## src/rtl/palette_ram_ctrl_if.sv

```systemverilog
//==============================================================================
// Module : palette_ram_ctrl_if
// Brief  : Bus bundle for the custom-palette RAM controller. Carries the pixel
//          read port and the host ioctl download port.
//          master : pixel pipeline + host loader side
//          slave  : palette_ram_ctrl side
//          Signals: rd_req/color -> pixel_out/pixel_valid (read path)
//                   ioctl_download/ioctl_wr/ioctl_dout -> ioctl_wait/pal_loaded
// Rev    : 1.0  initial release
//==============================================================================
`default_nettype none
`timescale 1ns/1ps

interface palette_ram_ctrl_if #(
    parameter int ADDR_W = 6
);
    logic              rd_req;
    logic [ADDR_W-1:0] color;
    logic [14:0]       pixel_out;
    logic              pixel_valid;
    logic              ioctl_download;
    logic              ioctl_wr;
    logic [7:0]        ioctl_dout;
    logic              ioctl_wait;
    logic              pal_loaded;

    modport master (
        output rd_req, color, ioctl_download, ioctl_wr, ioctl_dout,
        input  pixel_out, pixel_valid, ioctl_wait, pal_loaded
    );

    modport slave (
        input  rd_req, color, ioctl_download, ioctl_wr, ioctl_dout,
        output pixel_out, pixel_valid, ioctl_wait, pal_loaded
    );
endinterface

`default_nettype wire

```

## src/rtl/palette_ram_ctrl.sv

```systemverilog
//==============================================================================
// Module : palette_ram_ctrl
// Brief  : Owns the custom-palette RAM (ENTRIES x 15). Pixel reads have strict
//          priority with a fixed 1-cycle latency; host download bytes (R,G,B)
//          are packed into {B,G,R} 5-bit entries and each RAM write is deferred
//          into the first cycle without a pixel read.
// Ports  : clk    - system clock, posedge
//          reset  - asynchronous, active-high
//          bus    - palette_ram_ctrl_if.slave (read port + ioctl port)
// Rev    : 1.0  initial release
//==============================================================================
`default_nettype none
`timescale 1ns/1ps

module palette_ram_ctrl #(
    parameter int ENTRIES = 64,
    parameter int ADDR_W  = 6
) (
    input  wire logic         clk,
    input  wire logic         reset,
    palette_ram_ctrl_if.slave bus
);

    localparam logic [ADDR_W:0]   c_ENTRIES = (ADDR_W+1)'(ENTRIES);
    localparam logic [ADDR_W-1:0] c_LAST    = ADDR_W'(ENTRIES-1);

    typedef enum logic [1:0] {
        IDLE    = 2'd0,
        COLLECT = 2'd1,
        PENDING = 2'd2
    } state_t;

    state_t            r_state, w_state_nxt;
    logic [1:0]        r_phase, w_phase_nxt;
    logic [ADDR_W:0]   r_entry, w_entry_nxt;     // one extra bit: saturates at ENTRIES
    logic              r_loaded, w_loaded_nxt;
    logic [4:0]        r_red, w_red_nxt;
    logic [4:0]        r_green, w_green_nxt;
    logic [14:0]       r_pend_data, w_pend_data_nxt;
    logic [ADDR_W-1:0] r_pend_addr, w_pend_addr_nxt;
    logic              r_restart, w_restart_nxt;  // rising edge seen while PENDING
    logic              r_dl_q;
    logic              w_mem_we;
    logic              w_dl_rise;

    logic [14:0]       r_mem [0:ENTRIES-1];
    logic [14:0]       r_pixel;
    logic              r_pixel_valid;

    // Only the top 5 bits of each download byte form a colour channel.
    logic              w_unused;
    assign w_unused = ^bus.ioctl_dout[2:0];

    assign w_dl_rise       = bus.ioctl_download & ~r_dl_q;
    assign bus.ioctl_wait  = (r_state == PENDING);
    assign bus.pal_loaded  = r_loaded;
    assign bus.pixel_out   = r_pixel;
    assign bus.pixel_valid = r_pixel_valid;

    // Read path: never stalled, so it also decides when the write may go.
    always_ff @(posedge clk or posedge reset) begin
        if (reset) begin
            r_pixel       <= '0;
            r_pixel_valid <= 1'b0;
        end else begin
            r_pixel_valid <= bus.rd_req;
            if (bus.rd_req) begin
                r_pixel <= r_mem[bus.color];
            end
        end
    end

    // RAM contents are deliberately not reset.
    always_ff @(posedge clk) begin
        if (w_mem_we) begin
            r_mem[r_pend_addr] <= r_pend_data;
        end
    end

    always_ff @(posedge clk or posedge reset) begin
        if (reset) begin
            r_state     <= IDLE;
            r_phase     <= 2'd0;
            r_entry     <= '0;
            r_loaded    <= 1'b0;
            r_red       <= '0;
            r_green     <= '0;
            r_pend_data <= '0;
            r_pend_addr <= '0;
            r_restart   <= 1'b0;
            r_dl_q      <= 1'b0;
        end else begin
            r_state     <= w_state_nxt;
            r_phase     <= w_phase_nxt;
            r_entry     <= w_entry_nxt;
            r_loaded    <= w_loaded_nxt;
            r_red       <= w_red_nxt;
            r_green     <= w_green_nxt;
            r_pend_data <= w_pend_data_nxt;
            r_pend_addr <= w_pend_addr_nxt;
            r_restart   <= w_restart_nxt;
            r_dl_q      <= bus.ioctl_download;
        end
    end

    always_comb begin
        w_state_nxt     = r_state;
        w_phase_nxt     = r_phase;
        w_entry_nxt     = r_entry;
        w_loaded_nxt    = r_loaded;
        w_red_nxt       = r_red;
        w_green_nxt     = r_green;
        w_pend_data_nxt = r_pend_data;
        w_pend_addr_nxt = r_pend_addr;
        w_restart_nxt   = r_restart;
        w_mem_we        = 1'b0;

        case (r_state)
            IDLE: begin
                if (w_dl_rise) begin
                    w_state_nxt  = COLLECT;
                    w_phase_nxt  = 2'd0;
                    w_entry_nxt  = '0;
                    w_loaded_nxt = 1'b0;
                end
            end

            COLLECT: begin
                if (w_dl_rise) begin
                    w_phase_nxt  = 2'd0;
                    w_entry_nxt  = '0;
                    w_loaded_nxt = 1'b0;
                end else if (!bus.ioctl_download) begin
                    // Partial R/G bytes are simply forgotten.
                    w_state_nxt = IDLE;
                    w_phase_nxt = 2'd0;
                end else if (bus.ioctl_wr && (r_entry < c_ENTRIES)) begin
                    case (r_phase)
                        2'd0: begin
                            w_red_nxt   = bus.ioctl_dout[7:3];
                            w_phase_nxt = 2'd1;
                        end
                        2'd1: begin
                            w_green_nxt = bus.ioctl_dout[7:3];
                            w_phase_nxt = 2'd2;
                        end
                        default: begin
                            w_pend_data_nxt = {bus.ioctl_dout[7:3], r_green, r_red};
                            w_pend_addr_nxt = r_entry[ADDR_W-1:0];
                            w_phase_nxt     = 2'd0;
                            w_state_nxt     = PENDING;
                        end
                    endcase
                end
            end

            PENDING: begin
                // Host bytes are ignored here; a new download edge is remembered
                // so the restart happens only after this commit.
                if (w_dl_rise) begin
                    w_restart_nxt = 1'b1;
                end
                if (!bus.rd_req) begin
                    w_mem_we      = 1'b1;
                    w_restart_nxt = 1'b0;
                    if (r_entry < c_ENTRIES) begin
                        w_entry_nxt = r_entry + (ADDR_W+1)'(1);
                    end
                    if (r_pend_addr == c_LAST) begin
                        w_loaded_nxt = 1'b1;
                    end
                    if (!bus.ioctl_download) begin
                        w_state_nxt = IDLE;
                    end else if (r_restart || w_dl_rise) begin
                        w_state_nxt  = COLLECT;
                        w_phase_nxt  = 2'd0;
                        w_entry_nxt  = '0;
                        w_loaded_nxt = 1'b0;
                    end else begin
                        w_state_nxt = COLLECT;
                    end
                end
            end

            default: begin
                w_state_nxt = IDLE;
            end
        endcase
    end

endmodule

`default_nettype wire
```

## src/flat_wrapper.sv

```systemverilog
// flat-port wrapper written by rule: the top's interface ports become plain ports
module palette_ram_ctrl_flat 
#(
    parameter int ENTRIES = 64,
    parameter int ADDR_W  = 6
)
  (clk, reset, bus_rd_req, bus_color, bus_ioctl_download, bus_ioctl_wr, bus_ioctl_dout, bus_pixel_out, bus_pixel_valid, bus_ioctl_wait, bus_pal_loaded);
  palette_ram_ctrl_if #(.ADDR_W(ADDR_W)) bus_i ();
  input  wire logic clk;
  input  wire logic reset;
  input wire logic [$bits(bus_i.rd_req)-1:0] bus_rd_req;
  input wire logic [$bits(bus_i.color)-1:0] bus_color;
  input wire logic [$bits(bus_i.ioctl_download)-1:0] bus_ioctl_download;
  input wire logic [$bits(bus_i.ioctl_wr)-1:0] bus_ioctl_wr;
  input wire logic [$bits(bus_i.ioctl_dout)-1:0] bus_ioctl_dout;
  output wire logic [$bits(bus_i.pixel_out)-1:0] bus_pixel_out;
  output wire logic [$bits(bus_i.pixel_valid)-1:0] bus_pixel_valid;
  output wire logic [$bits(bus_i.ioctl_wait)-1:0] bus_ioctl_wait;
  output wire logic [$bits(bus_i.pal_loaded)-1:0] bus_pal_loaded;
  assign bus_i.rd_req = bus_rd_req;
  assign bus_i.color = bus_color;
  assign bus_i.ioctl_download = bus_ioctl_download;
  assign bus_i.ioctl_wr = bus_ioctl_wr;
  assign bus_i.ioctl_dout = bus_ioctl_dout;
  assign bus_pixel_out = bus_i.pixel_out;
  assign bus_pixel_valid = bus_i.pixel_valid;
  assign bus_ioctl_wait = bus_i.ioctl_wait;
  assign bus_pal_loaded = bus_i.pal_loaded;
  palette_ram_ctrl #(.ENTRIES(ENTRIES), .ADDR_W(ADDR_W)) u_core (.clk(clk), .reset(reset), .bus(bus_i));
endmodule
```

## config.mk

```make
export PLATFORM = sky130hd
export DESIGN_NAME = palette_ram_ctrl_flat
export DESIGN_NICKNAME = d
export VERILOG_FILES = /design/src/rtl/palette_ram_ctrl_if.sv /design/src/rtl/palette_ram_ctrl.sv /design/src/flat_wrapper.sv
export SDC_FILE = /design/constraint.sdc
export NUM_CORES = 1
export LEC_CHECK = 0
export BUFFER_PORTS_ARGS = -buffer_cell sky130_fd_sc_hd__buf_2
export CAP_MARGIN = 20
export CELL_PAD_IN_SITES_DETAIL_PLACEMENT = 1
export CELL_PAD_IN_SITES_GLOBAL_PLACEMENT = 1
export CORE_UTILIZATION = 54
export CTS_CLUSTER_SIZE = 25
export DETAILED_ROUTE_END_ITERATION = 6
export PLACE_DENSITY = 0.85
export SYNTH_ARGS = -nofsm -noshare
export SYNTH_HDL_FRONTEND = slang
export SYNTH_SLANG_ARGS = --single-unit
export TNS_END_PERCENT = 50
```

## constraint.sdc

```tcl
create_clock -name clk -period 4 [get_ports clk]
set_clock_uncertainty 0.2 [all_clocks]
set_input_delay 0.4 -clock clk [delete_from_list [all_inputs] [get_ports clk]]
set_output_delay 0.4 -clock clk [all_outputs]
set_load 0.005 [all_outputs]
```

# --- After elaboration in Yosys (flattened, before gate mapping) ---
# Memory sizes are Yosys's and may differ from the RTL's. A register that Yosys moved wholly into a read port is not among the register bits.
# Index checks and enable logic that the tools add are counted.
word_totals:
  rom_bits: 0
  memories: 1
  in_bits: 19
  ramBits: 960
  latchBits: 0
  reg_bits: 46
  wordCells: 82
  output_inout_bits: 18
classes:
  shifts: 0
  multipliers: 0
  eq_ne: 14
  reduce_logical: 15
  div: 0
  bitwise: 4
  n_lt_le_gt_ge: 1
  muxes: 35
  addsub: 1
mem_list:
  columns: ["memory", "words", "word_bits", "rd", "rd_clocked_by_memory_dff", "write_ports", "line", "rtl"]
  rows:
  - ["u_core.r_mem", 64, 15, 1, 1, 1, "palette_ram_ctrl.sv:46", "logic [14:0] r_mem [0:ENTRIES-1];"]
op_table:
  columns: ["cell", "count"]
  rows:
  - ["7-bit 2-to-1 mux", 5]
  - ["2-bit 2-to-1 mux", 13]
  - ["5-bit AND reduction", 4]
  - ["7-bit one-hot mux with 2 select lines", 1]
  - ["1-bit 2-to-1 mux", 12]
  - ["2-bit one-hot mux with 3 select lines", 2]
  - ["2-bit by 1-bit != test with 1-bit output (second input constant)", 4]
  - ["7-bit by 1-bit adder with 7-bit output (second input constant)", 1]
  - ["7-bit less-than comparator (second input constant)", 1]
  - ["6-bit == test (second input constant)", 1]
  - ["2-bit != test (second input constant)", 3]
  - ["6-bit AND reduction", 1]
  - ["2-bit by 1-bit == test with 1-bit output (second input constant)", 2]
  - ["2-bit logical NOT", 2]
  - ["4-bit by 2-bit != test with 1-bit output (second input constant)", 1]
  - ["2-bit one-hot mux with 2 select lines", 1]
  - ["2-bit OR reduction", 2]
  - ["3-bit by 2-bit != test with 1-bit output (second input constant)", 1]
  - ["3-bit != test (second input constant)", 1]
  - ["1-bit NOT", 3]
  - ["3-bit AND reduction", 1]
  - ["3-bit nonzero test", 1]
  - ["2-bit == test (second input constant)", 1]
  - ["1-bit one-hot mux with 2 select lines", 1]
  - ["other kinds (5)", 5]

# --- Logic depth before layout (Yosys ltp) ---
# Gate-level depths: netlist of run 1.
depth:
  word_depth: 7
  mapped_depth: 9
  ltp_nobuf: 5

# --- Worst setup path after synthesis of run 1 ---
# Ideal clock, no wire load.
synth_path:
  path_kind: "input port to flip-flop"
  start: "input bus_rd_req"
  end: "memory u_core.r_mem[48][0] (enable)"
  setup_ns: 0.426
  path_buffers: 1
  arrival_ns: 2.883
  required_time_ns: 3.374
  cell_stages: 5
  setup_slack_ns: 0.491
  cell_sequence: "or3b_2 -> clkbuf_1 -> nor2_1 -> nand3_1 -> nor4_1"
synth_via:
  elab_chain_len: 4
synth_lines:
  columns: ["element", "line", "rtl"]
  rows:
  - ["from (decl)", "flat_wrapper.sv:11", "input wire logic [$bits(bus_i.rd_req)-1:0] bus_rd_req;"]
  - ["1-bit 2-to-1 mux", "palette_ram_ctrl.sv:163", "if (!bus.rd_req) begin"]
  - ["1-bit 2-to-1 mux", "palette_ram_ctrl.sv:118", "case (r_state)"]
  - ["1-bit 2-to-1 mux", "palette_ram_ctrl.sv:75", "if (w_mem_we) begin"]
  - ["1-bit 2-to-1 mux (implied by the code)", "palette_ram_ctrl.sv:76", "r_mem[r_pend_addr] <= r_pend_data;"]
  - ["to (decl)", "palette_ram_ctrl.sv:46", null]
# Every way passes these cells.

# --- Worst setup path after layout of run 1 ---
layout_path:
  start: "register u_core.r_state[1]"
  end: "memory u_core.r_mem[28][0] (enable)"
layout_via:
  elab_chain_len: 4
layout_lines:
  columns: ["element", "line", "rtl"]
  rows:
  - ["from (decl)", "palette_ram_ctrl.sv:33", "state_t r_state, w_state_nxt;"]
  - ["from (signal assigned)", "palette_ram_ctrl.sv:93", "r_state <= w_state_nxt;"]
  - ["2-bit == test", "palette_ram_ctrl.sv:118", null]
  - ["1-bit 2-to-1 mux", "palette_ram_ctrl.sv:118", null]
  - ["1-bit 2-to-1 mux", "palette_ram_ctrl.sv:75", null]
  - ["1-bit 2-to-1 mux (implied by the code)", "palette_ram_ctrl.sv:76", null]
# Every way passes these cells.

==> results of run 1 <==
==> per-stage QoR <==
stage	util [%]	hold WS [ps]	std cells
finish	62.5	107	3017
global route	62.5	163	3017
CTS	62.2	92.3	3008
detailed placement	57.5	291	2812
global placement	57.4	284	2810
floorplan	-	231	1823
==> area by class of cell <==
cell class                      count  area, µm²
Clock inverter                     55        557
Multi-Input combinational cell    678       8440
Tap cell                          950       1190
Inverter                           18       67.6
Sequential cell                  1021      30400
Timing Repair Buffer              162       1410
Fill cell                        5789      26900
Clock buffer                      133       2760
==> cell usage after synthesis, types with 15 or more instances <==
cell type,instances
o22ai_1,15
nor2_1,90
nand2_1,43
clkbuf_1,51
inv_1,18
a21oi_1,20
edfxtp_1,960
buf_2,26
o221ai_1,30
mux2i_1,61
nand4_1,17
mux2_2,91
buf_1,16
a221oi_1,15
o22a_1,15
mux4_2,225
dfrtp_1,61
==> report_power, final <==
part	internal, W	total, W	switching [W]	leakage, nW
clock	0.00551	0.00962	0.00411	1.63
sequential	0.0116	0.0117	0.0000703	11.6
combinational	0.000278	0.000698	0.000419	3.72
==> worst max-delay path by stage <==
stage	start	to	slack, ps	depth (start not counted)
after floorplan	bus_rd_req	u_core.r_mem[48][0]	490	5
after global placement	bus_color[0]	u_core.bus.pixel_out[3]	840	7
after detailed placement	bus_color[2]	u_core.bus.pixel_out[1]	750	6
after CTS	u_core.r_state[1]	u_core.r_mem[28][0]	780	4
after global routing	u_core.r_state[1]	u_core.r_mem[28][3]	710	4
final	u_core.r_state[1]	u_core.r_mem[28][0]	790	4
==> cells by family (layout without fill, tap and decap cells) <==
| kind of cell | count (synthesis) | in the layout | synth area share, % |
|---|---|---|---|
| AOI/OAI and AO/OA | 103 | 103 | 1.96 |
| xor gates and xnor gates | 5 | 5 | 0.111 |
| adders and majority gates | 1 | 1 | 0.0318 |
| buffers and inverters | 124 | 368 | 1.43 |
| DFF | 1021 | 1021 | 77.2 |
| muxes | 377 | 377 | 17.0 |
| and+or+nand+nor | 192 | 192 | 2.28 |
==> routing by layer <==
layer | up-vias | share of wire [%]
li1 | 7889 | -
met1 | 10700 | 36
met2 | 1225 | 51
met3 | 274 | 8.8
met4 | 0 | 4.3
met5 | - | 0
==> worst min-delay path: cells and delay by family <==
family                 cells  cell delay, ps
AO/OA/AOI/OAI              3             390
buffers and inverters      1              80
AND/OR/NAND/NOR            1              80
==> sequential cells by signal, indices dropped and copies added (netlist names) <==
signal and cells:
u_core.r_mem 960, u_core.bus.pixel_out 15, u_core.r_pend_data 15, u_core.r_entry 7, u_core.r_pend_addr 6, u_core.r_green 5
u_core.r_red 5, u_core.r_phase 2, u_core.r_state 2, u_core.bus.pal_loaded 1, u_core.bus.pixel_valid 1, u_core.r_dl_q 1
u_core.r_restart 1
==> run summary, run 1 <==
Status: finished clean
Max rail drop VDD: 340 µV
First-pass DRT Iterations: 5
WP data required: 4150 ps
Routability Congestion: 0.884
Most frequent cells in the layout: 960 x edfxtp_1, 225 x mux4_2, 104 x clkbuf_16, 103 x buf_4, 91 x mux2_2
GR Overflow Total: 0
Sequential-to-total area share from yosys stat: 77.2%
Mapped Nets: 1,843
CTS tree: built
Met1 GRT Util: 38.3%
FF-to-FF End: u_core.r_mem[28][0]
Core area: 71,700 µm²
Slowest-stage cell, CP: nor2_1
Post-synth top flop: edfxtp_1
Vias: 20,100
Post-Place Worst Slack: 753 ps
Endpoints failing hold: 0
First-pass GRT wire length: 154 mm
Setup violations, final: 0
CTS root buf: clkbuf_16
Die area: 73,900 µm²
Cell depth of the worst flop-to-flop path: 4
Worst r2r src: u_core.r_state[1]
Placed inst area: 41,200 µm²
Power per cell area: 491 nW/µm²
Initial drt markers: 2,473
Relative slew slack: 33.1%
Tcrit/Tclk final: 80.3%
CP Class: reg -> reg
Max-Cap Viols: 0
Hold Crit Depth: 5
CP top delay family: simple AND/OR/NAND/NOR gates
# rows: 98
Clock sinks: 1,021
Critical path peak fanout: 11
I/O pins: 37
Unrepaired setup endpoints after global routing: no
CP peak stage delay: 770 ps
PnR Total Power: 0.0220 W
ANT cells: 0
Detailed-route DRC error count: 0
DIE HEIGHT: 272 µm
Synth area leader: edfxtp_1
FF-to-FF setup slack: 790 ps
EDFF count, synth: 960
H-tree depth: 3
Most Used Layer, Global Route: met2
Layout cell share with drive strength beyond 1: 31.7%
Vias per inst: 6.65
Commonest non-fill, non-tap cell in the layout: edfxtp_1
Share of the synthesized area in the top cell type: 73.3%
Setup TNS Final: 0 ps
Worst Tran Pin Value: 1000 ps
Wirelength per Cell: 35.7 µm
Final HPWL DP: 60.1 mm
Hold Path Sink: u_core.r_state[0]
Clock Latency Late Sink: 680 ps
Cts bufs inserted: 100
Pin count of the biggest net entering global routing: 66
Tot GR Track Use: 29.6%
Final min period: 3210 ps
CP cell instances: or3b_2, or2_2, nor2_1, buf_4
Post-synthesis cell area: 39,300 µm²
Post-CTS Hold Fix Bufs: 8
Post-Syn Instances: 1,823
Crit path buf inv count: 1
Hold_sp: bus_ioctl_wr
Design area: 44,800 µm²
Worst setup slack after layout: 788 ps
Leak pwr: 16.9 nW
Area added between synthesis and finish: 13.9%
Avg Cell Area, Syn: 21.6 µm²
Largest cells by area after synthesis: edfxtp_1 73%, mux4_2 13%, dfrtp_1 3.9%, mux2_2 2.6%, mux2i_1 1.6%
GRT met3 Usage: 5.88%
YS warnings: 0
CTS-repair resized insts: 0
# nets final: 2,001
Post-CTS Setup Inserts: 0
Fmax: 311 MHz
Initial Utilization: 54.8%
CTS Buffer Depth: 3
Fin. max-slew vios: 0
Initial antenna violation count: 4
Ys async rst share: 5.97%
FF+latch count, synth: 1,021
Critical path data arrival time: 3370 ps
Drt total wl: 108 mm
Post-route ant nets: 0
Worst setup SP type: flop
Vias in the first global route: 21,200
Clock input transition at the sequential cells of the worst setup and hold paths: 60 ps
Worst Setup End Kind: flop
Die span in x: 272 µm
Post-synthesis cell type count: 40
GR met2 Demand/Resource: 49.6%
# port buffers: 33
Hold crit path type: in -> reg
Note: power is estimated with default switching activity, not from simulation.
==> inputs of run 2 (changes only) <==
clock period = 3.32 ns   (was 4 ns; I/O delays follow)
==> run summary, run 2 (synthesis results as in run 1) <==
Post-Place Worst Slack: 291 ps
Register bank with the most flops: u_core.r_mem
Crit path from: u_core.r_state[1]
Fin cells: 3,031
Leak pwr: 17.0 nW
Die span in x: 272 µm
Commonest non-fill, non-tap cell in the layout: edfxtp_1
Setup violations, final: 0
Clock input transition at the sequential cells of the worst setup and hold paths: 60 ps
Max-Cap Viols: 0
Clock sinks: 1,021
CP top delay family: simple AND/OR/NAND/NOR gates
Largest register FFs: 960
Power per cell area: 583 nW/µm²
Vias in the first global route: 21,300
Hold_sp: bus_ioctl_wr
Tot GR Track Use: 28.9%
CTS root buf: clkbuf_16
Vias: 20,100
Area added between synthesis and finish: 14.0%
DIE HEIGHT: 272 µm
Die area: 73,900 µm²
Unrepaired setup endpoints after global routing: no
Detailed-route DRC error count: 0
Status: finished clean
First-pass DRT Iterations: 7
Seq. cell area: 30,400 µm²
Initial antenna violation count: 6
Worst Tran Pin Value: 1090 ps
# port buffers: 33
WP data required: 3450 ps
Clock Latency Late Sink: 680 ps
CP Class: reg -> reg
Core area: 71,700 µm²
Post-CTS Setup Inserts: 0
CP cell instances: or3b_2, nor2_1, nand3b_1, nor4_2, buf_4
Setup TNS Final: 0 ps
Worst r2r src: u_core.r_state[1]
Design area: 44,800 µm²
Crit path buf inv count: 1
Final min period: 3050 ps
GR met2 Demand/Resource: 47.4%
Drt total wl: 105 mm
GR Overflow Total: 0
Layout cell share with drive strength beyond 1: 31.8%
Tcrit/Tclk final: 91.9%
Placed Instances: 2,831
# fillers: 5,826
H-tree depth: 3
Final HPWL DP: 63.0 mm
Worst setup slack after layout: 271 ps
Endpoints failing hold: 0
Placed inst area: 41,400 µm²
Hold crit path type: in -> reg
Post-route ant nets: 0
Max rail drop VDD: 423 µV
I/O pins: 37
# nets final: 2,017
CP peak stage delay: 670 ps
Wirelength per Cell: 34.6 µm
Vias per inst: 6.64
Met1 GRT Util: 38.4%
Fmax: 328 MHz
Routability Congestion: 0.940
Most Used Layer, Global Route: met2
GRT met3 Usage: 5.66%
Worst Setup End Kind: flop
Critical path peak fanout: 15
CTS-repair resized insts: 0
CTS Buffer Depth: 3
Most frequent cells in the layout: 960 x edfxtp_1, 225 x mux4_2, 120 x buf_4, 104 x clkbuf_16, 91 x mux2_2
Initial drt markers: 2,430
Worst setup SP type: flop
Relative slew slack: 27.4%
Multi-input gate area: 8450 µm²
# rows: 98
Fin. max-slew vios: 0
Initial Utilization: 54.8%
First-pass GRT wire length: 152 mm
Critical path data arrival time: 3180 ps
Slowest-stage cell, CP: or3b_2
Pin count of the biggest net entering global routing: 66
Cts bufs inserted: 99
CTS tree: built
run 2: final cells by class:
class	instances	area share, %
Timing Repair Buffer	179	3.41
Sequential cell	1021	67.7
Inverter	18	0.151
Multi-Input combinational cell	678	18.9
Tap cell	950	2.65
Clock inverter	58	1.13
Antenna cell	1	0.00558
Clock buffer	126	6.06
run 2: worst paths after layout:
| kind | to | slack, ps | cells past startpoint |
|---|---|---|---|
| max in group asynchronous | u_core.r_pend_data[9] | 1640 | 5 |
| min in group asynchronous | u_core.bus.pixel_valid | 510 | 4 |
| max reg2reg | u_core.r_mem[32][1] | 270 | 5 |
| min | u_core.r_state[0] | 70 | 5 |
| max | u_core.r_mem[32][1] | 270 | 5 |
| min reg2reg | u_core.r_red[3] | 310 | 1 |
run 2: report_power, final:
group / internal (W) / switching, W
Clock: 0.00641 / 0.00484
Sequential: 0.0140 / 0.0000815
Combinational: 0.000347 / 0.000495
run 2: tightest hold or removal path: stages:
cell      delay [ps]
buf_2            100
nand2b_1         110
o21ai_0          100
a21oi_1          140
o21a_1           110
run 2: repair_timing:
action                     in CTS  in global routing
hold buffers                    9                  0
setup endpoints to repair       0                  0
hold endpoints to repair       81                  0
run 2: metal layers:
metal,vias up,share of wire [%]
met2,1227,49
met3,277,8.6
li1,7902,-
met4,10,4.7
met5,-,0.061
met1,10700,37
run 2: per-stage QoR:
step | total power, W | util, % | hold WS (ps)
6_report | 0.0261 | 62.5 | 72.5
5_1_grt | 0.0266 | 62.5 | 99.3
4_1_cts | 0.0262 | 62.3 | 55.2
3_5_place_dp | 0.0151 | 57.7 | 45.7
3_3_place_gp | 0.0151 | 57.7 | 32.3
2_1_floorplan | 0.0148 | - | 163
